<file path="src/rtl/enc_pkg.sv">
// Shared types and constants for the quadrature encoder front end.
package enc_pkg;

    localparam int DEFAULT_WIDTH           = 8;
    localparam int DEFAULT_DEBOUNCE_CYCLES = 16;

    // Wide enough for any legal debounce length (1..65535).
    localparam int CNT_W = 16;

    localparam logic DIR_UP   = 1'b1;
    localparam logic DIR_DOWN = 1'b0;

    typedef enum logic {
        INIT,
        TRACK
    } state_e;

    // Next phase pair, packed as {b, a}, when moving in the up direction.
    function automatic logic [1:0] gray_up(input logic [1:0] ba);
        case (ba)
            2'b00:   gray_up = 2'b01;
            2'b01:   gray_up = 2'b11;
            2'b11:   gray_up = 2'b10;
            default: gray_up = 2'b00;
        endcase
    endfunction

endpackage

</file>
<file path="src/rtl/enc_frontend_if.sv">
// Encoder front end signal bundle: raw phases and clear in, position and step events out.
interface enc_frontend_if #(
    parameter int WIDTH = enc_pkg::DEFAULT_WIDTH
);
    logic             enc_a;
    logic             enc_b;
    logic             clear;
    logic [WIDTH-1:0] value;
    logic             step_valid;
    logic             step_dir;
    logic             err;

    modport master (
        output enc_a, enc_b, clear,
        input  value, step_valid, step_dir, err
    );

    modport slave (
        input  enc_a, enc_b, clear,
        output value, step_valid, step_dir, err
    );
endinterface

</file>
<file path="src/rtl/enc_debounce.sv">
// One encoder phase: two-flop synchronizer followed by a consecutive-cycle debounce filter.
module enc_debounce
    import enc_pkg::*;
#(
    parameter int DEBOUNCE_CYCLES = DEFAULT_DEBOUNCE_CYCLES
) (
    input  logic clk,
    input  logic reset_n,
    input  logic raw_i,
    output logic filt_o,
    output logic stable_o
);

    localparam logic [CNT_W-1:0] LAST = CNT_W'(DEBOUNCE_CYCLES - 1);

    logic [1:0]       sync_q, sync_d;
    logic             filt_q, filt_d;
    logic [CNT_W-1:0] cnt_q, cnt_d;

    // Shift the raw pin through the synchronizer and count consecutive disagreeing edges.
    always_comb begin
        // NOTE: every signal gets a default first so no path leaves it unassigned (no latch).
        sync_d = {sync_q[0], raw_i};
        filt_d = filt_q;
        cnt_d  = '0;
        if (sync_q[1] != filt_q) begin
            if (cnt_q == LAST) begin
                filt_d = sync_q[1];
            end else begin
                cnt_d = cnt_q + 1'b1;
            end
        end
    end

    // State registers with asynchronous clear.
    always_ff @(posedge clk or negedge reset_n) begin
        // NOTE: sequential state uses non-blocking assignments so all flops sample together.
        if (!reset_n) begin
            sync_q <= '0;
            filt_q <= 1'b0;
            cnt_q  <= '0;
        end else begin
            sync_q <= sync_d;
            filt_q <= filt_d;
            cnt_q  <= cnt_d;
        end
    end

    assign filt_o   = filt_q;
    assign stable_o = (sync_q[0] == sync_q[1]) && (sync_q[1] == filt_q);

endmodule

</file>
<file path="src/rtl/enc_frontend.sv">
// Quadrature encoder front end: debounced phases, x4 Gray decode, position counter.
// Build option: define ENC_SATURATE_EN to make the position clamp at its limits
// instead of wrapping.
module enc_frontend
    import enc_pkg::*;
#(
    parameter int WIDTH           = DEFAULT_WIDTH,
    parameter int DEBOUNCE_CYCLES = DEFAULT_DEBOUNCE_CYCLES
) (
    input logic           clk,
    input logic           reset_n,
    enc_frontend_if.slave bus
);

    localparam logic [CNT_W-1:0] LAST = CNT_W'(DEBOUNCE_CYCLES - 1);

    logic             filt_a, filt_b, stable_a, stable_b;
    logic [1:0]       pair_now;

    state_e           state_q, state_d;
    logic [1:0]       pair_q, pair_d;
    logic [CNT_W-1:0] settle_q, settle_d;
    logic             warm_q, warm_d;
    logic [WIDTH-1:0] value_q, value_d, value_inc, value_dec;
    logic             step_valid_q, step_valid_d;
    logic             step_dir_q, step_dir_d;
    logic             err_q, err_d;

    enc_debounce #(.DEBOUNCE_CYCLES(DEBOUNCE_CYCLES)) u_deb_a (
        .clk      (clk),
        .reset_n  (reset_n),
        .raw_i    (bus.enc_a),
        .filt_o   (filt_a),
        .stable_o (stable_a)
    );

    enc_debounce #(.DEBOUNCE_CYCLES(DEBOUNCE_CYCLES)) u_deb_b (
        .clk      (clk),
        .reset_n  (reset_n),
        .raw_i    (bus.enc_b),
        .filt_o   (filt_b),
        .stable_o (stable_b)
    );

    assign pair_now = {filt_b, filt_a};

`ifdef ENC_SATURATE_EN
    assign value_inc = (value_q == '1) ? value_q : value_q + 1'b1;
    assign value_dec = (value_q == '0) ? value_q : value_q - 1'b1;
`else
    assign value_inc = value_q + 1'b1;
    assign value_dec = value_q - 1'b1;
`endif

    // Settle in INIT, then decode filtered pair changes into steps; clear overrides the count.
    always_comb begin
        state_d      = state_q;
        pair_d       = pair_now;
        settle_d     = settle_q;
        warm_d       = 1'b1;
        value_d      = value_q;
        step_valid_d = 1'b0;
        step_dir_d   = step_dir_q;
        err_d        = err_q;

        case (state_q)
            INIT: begin
                // warm_q keeps the pre-reset zeros in the synchronizer from counting as settled.
                if (warm_q && stable_a && stable_b) begin
                    if (settle_q == LAST) begin
                        state_d  = TRACK;
                        settle_d = '0;
                    end else begin
                        settle_d = settle_q + 1'b1;
                    end
                end else begin
                    settle_d = '0;
                end
            end
            TRACK: begin
                if ((pair_now ^ pair_q) == 2'b11) begin
                    err_d = 1'b1;
                end else if (pair_now != pair_q) begin
                    step_valid_d = 1'b1;
                    if (pair_now == gray_up(pair_q)) begin
                        step_dir_d = DIR_UP;
                        value_d    = value_inc;
                    end else begin
                        step_dir_d = DIR_DOWN;
                        value_d    = value_dec;
                    end
                end
            end
            default: state_d = INIT;
        endcase

        if (bus.clear) begin
            value_d = '0;
            err_d   = 1'b0;
        end
    end

    // FSM and output registers; outputs come straight from flops so reset shows immediately.
    always_ff @(posedge clk or negedge reset_n) begin
        if (!reset_n) begin
            state_q      <= INIT;
            pair_q       <= '0;
            settle_q     <= '0;
            warm_q       <= 1'b0;
            value_q      <= '0;
            step_valid_q <= 1'b0;
            step_dir_q   <= 1'b0;
            err_q        <= 1'b0;
        end else begin
            state_q      <= state_d;
            pair_q       <= pair_d;
            settle_q     <= settle_d;
            warm_q       <= warm_d;
            value_q      <= value_d;
            step_valid_q <= step_valid_d;
            step_dir_q   <= step_dir_d;
            err_q        <= err_d;
        end
    end

    assign bus.value      = value_q;
    assign bus.step_valid = step_valid_q;
    assign bus.step_dir   = step_dir_q;
    assign bus.err        = err_q;

endmodule

</file>
<file path="src/flat_wrapper.sv">
// flat-port wrapper written by rule: the top's interface ports become plain ports
module enc_frontend_flat import enc_pkg::*;
#(
    parameter int WIDTH           = DEFAULT_WIDTH,
    parameter int DEBOUNCE_CYCLES = DEFAULT_DEBOUNCE_CYCLES
)
  (clk, reset_n, bus_enc_a, bus_enc_b, bus_clear, bus_value, bus_step_valid, bus_step_dir, bus_err);
  enc_frontend_if #(.WIDTH(WIDTH)) bus_i ();
  input logic clk;
  input logic reset_n;
  input wire logic [$bits(bus_i.enc_a)-1:0] bus_enc_a;
  input wire logic [$bits(bus_i.enc_b)-1:0] bus_enc_b;
  input wire logic [$bits(bus_i.clear)-1:0] bus_clear;
  output wire logic [$bits(bus_i.value)-1:0] bus_value;
  output wire logic [$bits(bus_i.step_valid)-1:0] bus_step_valid;
  output wire logic [$bits(bus_i.step_dir)-1:0] bus_step_dir;
  output wire logic [$bits(bus_i.err)-1:0] bus_err;
  assign bus_i.enc_a = bus_enc_a;
  assign bus_i.enc_b = bus_enc_b;
  assign bus_i.clear = bus_clear;
  assign bus_value = bus_i.value;
  assign bus_step_valid = bus_i.step_valid;
  assign bus_step_dir = bus_i.step_dir;
  assign bus_err = bus_i.err;
  enc_frontend #(.WIDTH(WIDTH), .DEBOUNCE_CYCLES(DEBOUNCE_CYCLES)) u_core (.clk(clk), .reset_n(reset_n), .bus(bus_i));
endmodule
</file>
<file path="config.mk">
export PLATFORM = sky130hd
export DESIGN_NAME = enc_frontend_flat
export DESIGN_NICKNAME = d
export VERILOG_FILES = /design/src/rtl/enc_pkg.sv /design/src/rtl/enc_frontend_if.sv /design/src/rtl/enc_debounce.sv /design/src/rtl/enc_frontend.sv /design/src/flat_wrapper.sv
export SDC_FILE = /design/constraint.sdc
export NUM_CORES = 1
export LEC_CHECK = 0
export BUFFER_PORTS_ARGS = -buffer_cell sky130_fd_sc_hd__clkbuf_2
export CAP_MARGIN = 20
export CORE_MARGIN = 10
export CORE_UTILIZATION = 40
export CTS_CLUSTER_SIZE = 14
export DETAILED_ROUTE_END_ITERATION = 7
export GPL_TIMING_DRIVEN = 0
export MAX_ROUTING_LAYER = met4
export PLACE_DENSITY = 0.66
export SYNTH_ARGS = -nofsm -noshare
export SYNTH_HDL_FRONTEND = slang
export SYNTH_SLANG_ARGS = --single-unit
</file>
<file path="constraint.sdc">
create_clock -name clk -period 3.2 [get_ports clk]
set_input_delay 0 -clock clk [delete_from_list [all_inputs] [get_ports clk]]
set_output_delay 0 -clock clk [all_outputs]
set_load 0.01 [all_outputs]
</file>
==> impl_metrics.env <==
export IMPL_drive_above_1_share=0.1102
export IMPL_holdCritPathClass="in2async"
export IMPL_grt_ovfl_total=0
export IMPL_max_freq_mhz=344.0
export IMPL_start_util=0.4152
export IMPL_dieArea_um2=12730
export IMPL_cts_buffers_inserted=9
export IMPL_cp_start_kind="flop"
export IMPL_via_count=2461
export IMPL_drtAntennaViolNets=0
export IMPL_clock_latency_ps=340
export IMPL_status="complete, no violations"
export IMPL_track_usage=0.1074
export IMPL_via_per_inst=5.064
export IMPL_critPathKind="reg2reg"
export IMPL_gp_congestion=0.8201
export IMPL_syn_inst=345
export IMPL_drc_errors=0
export IMPL_max_slew_worst_pin_slew_ps=533.1
export IMPL_endpoint_kind="flop"
export IMPL_drt_iter0_drc=145
export IMPL_diodes=0
export IMPL_cp_required_ps=3430
export IMPL_ctsResizeCount=0
export IMPL_synth_seq_cells=69
export IMPL_p_leak_nw=1.757
export IMPL_finClkSkew_ps=6.001
export IMPL_relSlewSlack=0.6446
export IMPL_p_clk_frac=0.424
export IMPL_crit_reg2reg_launch="u_core.u_deb_b.filt_o"
export IMPL_nNetsFinal=393
export IMPL_p_switching_uw=358.8
export IMPL_portBuffers=15
export IMPL_fin_crit_ps=2907
export IMPL_core_area_um2=8299
export IMPL_maxCapViolCount=0
export IMPL_h_tree_depth=3
export IMPL_dp_hpwl_mm=4.348
export IMPL_area_growth_pct=13.62
export IMPL_startpoint="u_core.u_deb_b.filt_o"
export IMPL_grt_max_degree=51
export IMPL_timing_hold_ws_ps=101.5
export IMPL_final_max_slew_viol_count=0
export IMPL_cts_root_buf="clkbuf_8"
export IMPL_clk_pin_slew_ps=70
export IMPL_seq_area_frac_synth=0.5011
export IMPL_internal_power_mw=1.278
export IMPL_drt_wl_total_mm=6.074
export IMPL_reg2reg_slack_ps=290
export IMPL_wl_per_cell_um=12.50
export IMPL_vdd_ir_drop_max_mv=0.1556
export IMPL_cp_arrival_ps=3130
export IMPL_hold_violations=0
export IMPL_crit_fanout=6
export IMPL_rsz0062_at_grt="no"
export IMPL_grt_pass1_wl_mm=11.17
export IMPL_syn_num_nets=362
export IMPL_clock_sinks=69
export IMPL_fin_crit_sh=0.9084
export IMPL_antenna_found_initial=0
export IMPL_rows=33
export IMPL_clockBufferDepth=2
export IMPL_yosysWarnings=0
export IMPL_power_total_mw=1.637
export IMPL_post_route_util=0.4717
export IMPL_syn_area_per_cell_um2=9.988
export IMPL_grt_pass1_vias=2456
export IMPL_finalSetupViolCount=0
export IMPL_dieHeight_um=112.8
export IMPL_top_level_ports=16
export IMPL_syn_area_um2=3446
export IMPL_switching_share=0.2192
export IMPL_cts_tree="built"
export IMPL_finalSetupTns_ps=0
export IMPL_yosysUniqueCellTypes=44
export IMPL_fp_dieW_um=112.8
export IMPL_power_density_nw_per_um2=418.2
export IMPL_p_comb_frac=0.032
export IMPL_power_share_sequential=0.544
export IMPL_first_pass_iters=4
## worst paths after layout
kind | to | depth (start not counted)
worst max-delay path | u_core.bus.value[7] | 10
worst min-delay path | u_core.bus.value[4] | 2
worst max register to register | u_core.bus.value[7] | 10
worst min register to register | u_core.pair_q[0] | 0
max in group asynchronous | u_core.u_deb_a.cnt_q[2] | 3
min in group clk | u_core.u_deb_a.sync_q[0] | 2
## flip-flops by register name, summed over array words and instances (netlist names)
register	flops
u_core.u_deb_b.cnt_q	16
u_core.u_deb_a.filt_o	1
u_core.u_deb_b.sync_q	2
u_core.u_deb_a.sync_q	2
u_core.settle_q	16
u_core.u_deb_b.filt_o	1
u_core.bus.step_valid	1
u_core.bus.err	1
u_core.pair_q	2
u_core.bus.step_dir	1
u_core.bus.value	8
u_core.warm_q	1
u_core.state_q	1
u_core.u_deb_a.cnt_q	16
## Yosys cell counts
cell,n,area [um^2]
a21oi_1,10,50.05
nor3b_2,1,12.51
nor4_1,10,62.56
clkbuf_1,4,15.01
or3_1,2,12.51
dfrtp_1,69,1727
or4b_4,1,13.76
buf_6,1,11.26
o21ai_0,4,20.02
fa_1,1,20.02
buf_2,3,15.01
inv_1,9,33.78
xor2_1,30,262.8
nor4b_2,1,15.01
o21ai_1,5,25.02
nand4b_1,1,8.760
o2111ai_1,1,8.760
a21boi_0,1,7.510
and3_1,11,68.82
nand2_1,24,90.09
o31ai_1,3,22.52
ha_1,11,137.6
nor2b_1,4,25.02
o21a_1,1,7.510
nor2_1,56,210.2
o211ai_2,1,12.51
mux2_1,1,11.26
nand2b_1,3,18.77
nand3_1,22,110.1
nor4_2,1,12.51
a31oi_1,2,12.51
or3b_1,1,8.760
conb_1,1,3.750
o21bai_1,1,7.510
o221ai_1,1,8.760
xnor2_1,19,166.4
nand3b_1,1,7.510
mux2_2,3,33.78
and4b_1,1,10.01
nor3_1,8,40.04
and2_1,3,18.77
nor3b_1,2,15.01
nand4_1,9,56.30
and3b_1,1,8.760
## worst max-delay path, stage by stage (launching register included)
cell	delay, ps
dfrtp_1	380
buf_2	160
xor2_1	160
nor2_1	290
inv_1	220
ha_1	380
a21oi_1	200
o21ai_0	130
or3_1	310
a21oi_1	220
mux2_1	340
## power by group through the flow
stage               combinational [mW]  sequential, mW  clock [mW]
floorplan                       0.0192           0.905           0
global placement                0.0443           0.907           0
detailed placement              0.0502           0.907           0
CTS                             0.0543           0.890       0.716
global route                    0.0609           0.892       0.759
finish                          0.0518           0.891       0.695
## routing by layer
| layer | routed length (um) | vias to the layer above | global-route usage |
|---|---|---|---|
| met5 | 0 | - | - |
| li1 | - | 1248 | - |
| met1 | 3051 | 1171 | 0.1396 |
| met2 | 2692 | 28 | 0.1505 |
| met4 | 138 | 0 | 0.05922 |
| met3 | 193 | 14 | 0.02483 |
## metrics by stage
step | setup slack (ps) | instances | cell area, um^2
global route | 86.28 | 486 | 3915
global placement | 366.4 | 465 | 3652
detailed placement | 321.1 | 466 | 3682
CTS | 317.6 | 486 | 3915
finish | 293.0 | 486 | 3915
floorplan | 683.4 | 345 | 3446
## cells in the final DEF, fill, tap and decap left out, types with 2 or more instances in the layout
master / count
o21ai_0: 4
or3_1: 2
dfrtp_1: 69
a31oi_1: 2
nand2_1: 24
nor2b_1: 4
mux2_2: 3
xor2_1: 30
nor3_1: 8
inv_1: 9
dlygate4sd3_1: 4
clkbuf_8: 10
a21oi_1: 10
nand2b_1: 3
xnor2_1: 19
clkbuf_1: 6
nor2_1: 56
clkinv_2: 2
nand3_1: 22
and2_1: 3
o21ai_1: 5
o31ai_1: 3
nand4_1: 9
clkbuf_2: 14
nor3b_1: 2
nor4_1: 10
buf_2: 3
ha_1: 11
and3_1: 11
## logic make-up after synthesis
family | after synthesis | share of synthesized area
and+or+nand+nor | 163 | 0.2397
buffers and inverters | 17 | 0.02178
muxes | 4 | 0.01307
other | 1 | 0.001088
adders and majority gates | 12 | 0.04575
xor gates and xnor gates | 49 | 0.1245
DFF | 69 | 0.5011
AOI/OAI and AO/OA | 30 | 0.05302
## timing repair
action                                  CTS  global route
hold buffers                              4             0
buffers inserted                          0             0
endpoints found under the setup margin    0             0
endpoints found under the hold margin    72             0
## area by class of cell
| cell class | instances | area (um^2) |
|---|---|---|
| Clock buffer | 12 | 145.1 |
| Clock inverter | 4 | 47.55 |
| Inverter | 9 | 33.78 |
| Multi-Input combinational cell | 259 | 1644 |
| Fill cell | 769 | 4384 |
| Buffer | 8 | 41.29 |
| Timing Repair Buffer | 20 | 145.1 |
| Sequential cell | 69 | 1727 |
| Tap cell | 105 | 131.4 |
(Power assumes the default switching activity.)
